File: src/rtl/button_event_decoder.sv
// Classifies a debounced button level into click / long / repeat / long-release events
// and presents them through a one-deep valid/ready output register.
module button_event_decoder #(
  parameter int unsigned CNT_W        = 16,
  parameter int unsigned LONG_TICKS   = 500,
  parameter int unsigned REPEAT_TICKS = 100,
  parameter bit          REPEAT_EN    = 1'b1
) (
  input  logic       clk,
  input  logic       reset_n,
  input  logic       debounced,
  input  logic       tick,
  output logic       evt_valid,
  output logic [1:0] evt_code,
  input  logic       evt_ready,
  output logic       held,
  output logic       overflow,
  input  logic       ovf_clr
);

  typedef enum logic [1:0] {
    StIdle,
    StPressed,
    StLongHeld
  } state_e;

  typedef enum logic [1:0] {
    EvtClick       = 2'b00,
    EvtLong        = 2'b01,
    EvtRepeat      = 2'b10,
    EvtLongRelease = 2'b11
  } evt_e;

  localparam logic [CNT_W-1:0] LongLast   = CNT_W'(LONG_TICKS - 1);
  localparam logic [CNT_W-1:0] RepeatLast = CNT_W'(REPEAT_TICKS - 1);

  state_e           state_q, state_d;
  logic [CNT_W-1:0] cnt_q, cnt_d;
  logic             held_q;
  logic             evt_valid_q, evt_valid_d;
  logic [1:0]       evt_code_q, evt_code_d;
  logic             overflow_q, overflow_d;

  logic             emit;
  evt_e             emit_code;
  logic             drop;

  // Press classification; release always wins over a threshold tick in the same cycle.
  always_comb begin
    state_d   = state_q;
    cnt_d     = cnt_q;
    emit      = 1'b0;
    emit_code = EvtClick;
    unique case (state_q)
      StIdle: begin
        cnt_d = '0;
        if (debounced) begin
          state_d = StPressed;
        end
      end
      StPressed: begin
        if (!debounced) begin
          emit      = 1'b1;
          emit_code = EvtClick;
          state_d   = StIdle;
          cnt_d     = '0;
        end else if (tick && (cnt_q == LongLast)) begin
          emit      = 1'b1;
          emit_code = EvtLong;
          state_d   = StLongHeld;
          cnt_d     = '0;
        end else if (tick) begin
          cnt_d = cnt_q + CNT_W'(1);
        end
      end
      StLongHeld: begin
        if (!debounced) begin
          emit      = 1'b1;
          emit_code = EvtLongRelease;
          state_d   = StIdle;
          cnt_d     = '0;
        end else if (REPEAT_EN && tick && (cnt_q == RepeatLast)) begin
          emit      = 1'b1;
          emit_code = EvtRepeat;
          cnt_d     = '0;
        end else if (tick && (cnt_q != RepeatLast)) begin
          // With repeats disabled the count parks at the last value instead of wrapping.
          cnt_d = cnt_q + CNT_W'(1);
        end
      end
      default: begin
        state_d = StIdle;
        cnt_d   = '0;
      end
    endcase
  end

  // One-deep output register: accept-and-load in one cycle, otherwise a new event is dropped.
  always_comb begin
    evt_valid_d = evt_valid_q;
    evt_code_d  = evt_code_q;
    overflow_d  = overflow_q;
    drop        = 1'b0;
    if (emit && (!evt_valid_q || evt_ready)) begin
      evt_valid_d = 1'b1;
      evt_code_d  = emit_code;
    end else if (emit) begin
      drop = 1'b1;
    end else if (evt_ready) begin
      evt_valid_d = 1'b0;
    end
    if (drop) begin
      overflow_d = 1'b1;
    end else if (ovf_clr) begin
      overflow_d = 1'b0;
    end
  end

  always_ff @(posedge clk) begin
    if (!reset_n) begin
      state_q     <= StIdle;
      cnt_q       <= '0;
      held_q      <= 1'b0;
      evt_valid_q <= 1'b0;
      evt_code_q  <= 2'b00;
      overflow_q  <= 1'b0;
    end else begin
      state_q     <= state_d;
      cnt_q       <= cnt_d;
      held_q      <= (state_d != StIdle);
      evt_valid_q <= evt_valid_d;
      evt_code_q  <= evt_code_d;
      overflow_q  <= overflow_d;
    end
  end

  assign evt_valid = evt_valid_q;
  assign evt_code  = evt_code_q;
  assign held      = held_q;
  assign overflow  = overflow_q;

endmodule

File: config.mk
export PLATFORM = sky130hd
export DESIGN_NAME = button_event_decoder
export DESIGN_NICKNAME = d
export VERILOG_FILES = /design/src/rtl/button_event_decoder.sv
export SDC_FILE = /design/constraint.sdc
export NUM_CORES = 1
export LEC_CHECK = 0
export CORE_MARGIN = 2
export CORE_UTILIZATION = 57
export DETAILED_ROUTE_END_ITERATION = 6
export PLACE_DENSITY_LB_ADDON = 0.25
export SLEW_MARGIN = 20
export SYNTH_ARGS = -nofsm -noshare
export SYNTH_HDL_FRONTEND = slang
export SYNTH_SLANG_ARGS = --single-unit
File: constraint.sdc
create_clock -name clk -period 2.6 [get_ports clk]
set_input_delay 0.26 -clock clk [delete_from_list [all_inputs] [get_ports clk]]
set_output_delay 0.26 -clock clk [all_outputs]
set_load 0.01 [all_outputs]
==> impl_metrics.csv <==
group,metric,value,unit
status,status,"finished clean",
global_routing,grt_pass1_wl,4670,microns
detailed_routing,drt-wirelength-per-cell,14.8,microns
die,die_h,53.9,microns
synth,syn_nets,162,
timing,tns,0,ns
placed_design,place_hpwl,2010,microns
layout,final_util,64.1,%
timing,finalCritPeriodShare,85.2,%
power_and_ir_drop,power.share.clock,28.0,%
clocking,hold_buffers,0,
die,dieArea,2900,sq um
synth,synth_top_area_share,32.5,%
synth,yosysTopAreaCell,"dfxtp_1",
die,rows,18,
setup_path,worstPathRequired,2.86,ns
global_routing,antenna_found_initial,0,
setup_path,crit_type,"register to register",
layout,num-nets-final,172,
clocking,post_cts.repair.setup_buffers,0,
die,io_pins,11,
synth,synth_area_leaders,"dfxtp_1 33%, a21oi_1 5.7%, ha_1 4.4%, xnor2_1 3.1%, xor2_1 3.1%",
setup_path,crit_end,"cnt_q[14]$_SDFFE_PN0P_",
synth,synthArstFlopShare,0,%
detailed_routing,drtAntennaViolNets,0,
clocking,htree_levels,1,
power_and_ir_drop,power.switching,157,uW
layout,syn_to_final_growth,9.10,%
synth,ys_types,56,
timing,hold_viol,0,
timing,relSlewSlack,69.0,%
min_path,min_path_type,"register to register",
power_and_ir_drop,power.share.sequential,60.1,%
clocking,clock_latency,0.32,ns
placed_design,gp_congestion,0.904,
global_routing,grt_pass1_vias,1015,
power_and_ir_drop,powerDensity,390,nW/um^2
clocking,cts_sinks,23,
setup_path,ff2ff_path_depth,6,
layout,mostFrequentLayoutCell,"dfxtp_1",
detailed_routing,dr_total_vias,1180,
setup_path,cp.arrival,2.48,ns
detailed_routing,totalWireLength,2820,microns
synth,synth-edff-count,0,
synth,dominantRegCellSynth,"dfxtp_1",
setup_path,cp-startpoint,"state_q[0]$_SDFF_PN0_",
timing,tightest_slew,0.463,ns
die,start_util,58.8,%
detailed_routing,via_per_inst,6.21,
layout,diodes,0,
job,drv_cap,0,
layout,final_cell_count_no_fill,190,
die,die_x,53.9,microns
global_routing,grt_overflow,0,
setup_path,critPathMaxFanout,9,
setup_path,worst_setup_path_start_kind,"register",
power_and_ir_drop,p_int,445,uW
power_and_ir_drop,ir_drop,0.364,mV
clocking,cts.root.buffer_cell,"clkbuf_4",
timing,setup_viol,0,
global_routing,grt_max_degree,17,
synth,syn_inst,151,
placed_design,port-buffer-count,10,
layout,fillers,196,
clocking,clkSlewWorstSetupHoldPaths,0.13,ns
timing,period_needed,2.22,ns
clocking,cts_resized,0,
clocking,cts_tree,"done",
power_and_ir_drop,combPwrFrac,11.9,%
timing,maxSlewViolCount,0,
power_and_ir_drop,leakage,0.000481,uW
setup_path,r2r_end,"cnt_q[14]$_SDFFE_PN0P_",
setup_path,r2r-start,"state_q[0]$_SDFF_PN0_",
synth,yosysWarningCount,0,
global_routing,grt_util_all_layers,22.3,%
timing,skew,0.00508,ns
clocking,cts_buffers,3,
layout,drive_gt1_share,13.1,%
timing,rsz0062_at_grt,"false",
placed_design,dp_cells,186,
synth,synth-seq-cells,23,
synth,avgSynthCellArea,9.38,sq um
layout,final_cell_mix,"23 x dfxtp_1, 16 x a21oi_1, 10 x clkdlybuf4s50_1, 8 x nand2_1, 8 x nand3_1",
detailed_routing,drt_first_pass_iters,4,
clocking,clk_path_buf_depth,2,
setup_path,end_kind,"register",
die,coreArea,2410,sq um
setup_path,rrSetupSlack,0.38,ns
synth,synth_area,1420,sq um
detailed_routing,drt_iter0_drc,23,
detailed_routing,drcViolationCount,0,
power_and_ir_drop,p_sw_share,26.1,%
timing,timing.fmax,0.451,GHz
synth,ys_seq_area_share,32.5,%
[power groups by stage]
stage | Combinational, uW | Clock, uW | Sequential, uW
2_1_floorplan | 50.9 | 0 | 369
3_3_place_gp | 68.5 | 0 | 369
3_5_place_dp | 70.5 | 0 | 369
4_1_cts | 71.1 | 177 | 361
5_1_grt | 77.8 | 191 | 363
6_report | 71.8 | 169 | 362
[metal layers]
metal | GRT usage [%] | wire length (microns)
met1 | 32.3 | 1350
met2 | 32.1 | 1280
met3 | 2.78 | 131
met4 | 11.5 | 54
met5 | 0 | 0
[logic make-up after synthesis]
logic type               synth area share (%)
buffers and inverters                    4.15
XOR/XNOR                                 6.18
AND/OR/NAND/NOR                          24.3
multiplexers                            0.707
AO/OA/AOI/OAI                            27.7
adder cells (fa/ha/maj)                  4.42
flip-flops                               32.5
[final cells by class]
type | instances | area [sq um] | area share (%)
Clock buffer | 3 | 22.5 | 1.46
Clock inverter | 1 | 5.00 | 0.324
Inverter | 4 | 15.0 | 0.972
Multi-Input combinational cell | 118 | 897 | 58.1
Sequential cell | 23 | 460 | 29.8
Tap cell | 30 | 37.5 | 2.43
Timing Repair Buffer | 11 | 108 | 6.96
[registers in the layout (all words and copies together), names as in the netlist]
signal	flops
cnt_q	16
evt_code	2
state_q	2
evt_valid	1
held	1
overflow	1
[synth_stat cells, types with 2 or more instances]
cell type,number
dfxtp_1,23
a21oi_1,16
nand2_1,8
nand3_1,8
o21ai_0,6
a22oi_1,5
ha_1,5
nor2_1,5
xnor2_1,5
xor2_1,5
inv_1,4
or3_1,4
a211oi_1,3
nand2b_1,3
nand4_1,3
a31oi_1,2
and4_1,2
buf_2,2
buf_6,2
nand3b_1,2
o2111ai_1,2
o211ai_1,2
[per-stage QoR]
stage | setup WS [ns] | hold WS (ns) | power [uW] | cell area, sq um
6_report | 0.385 | 0.479 | 602 | 1550
5_1_grt | 0.246 | 0.496 | 632 | 1550
4_1_cts | 0.413 | 0.478 | 609 | 1550
3_5_place_dp | 0.437 | 0.451 | 440 | 1520
3_3_place_gp | 0.506 | 0.442 | 437 | 1520
2_1_floorplan | 0.619 | 0.474 | 420 | 1420
[critical path: stages (launching register included)]
cell and delay (ns):
dfxtp_1 0.48, inv_1 0.11, ha_1 0.32, or2_1 0.39, a211oi_4 0.33, or3b_1 0.39
a22oi_2 0.14
[how the worst min path moves through the flow]
stage | start | to | cells after the start
after floorplan | evt_code[1]$_SDFFE_PN0P_ | evt_code[1]$_SDFFE_PN0P_ | 2
after global placement | evt_code[1]$_SDFFE_PN0P_ | evt_code[1]$_SDFFE_PN0P_ | 2
after detailed placement | evt_code[1]$_SDFFE_PN0P_ | evt_code[1]$_SDFFE_PN0P_ | 2
after CTS | evt_code[1]$_SDFFE_PN0P_ | evt_code[1]$_SDFFE_PN0P_ | 2
after global routing | evt_code[1]$_SDFFE_PN0P_ | evt_code[1]$_SDFFE_PN0P_ | 2
final | evt_code[1]$_SDFFE_PN0P_ | evt_code[1]$_SDFFE_PN0P_ | 2
(Power assumes the default switching activity.)
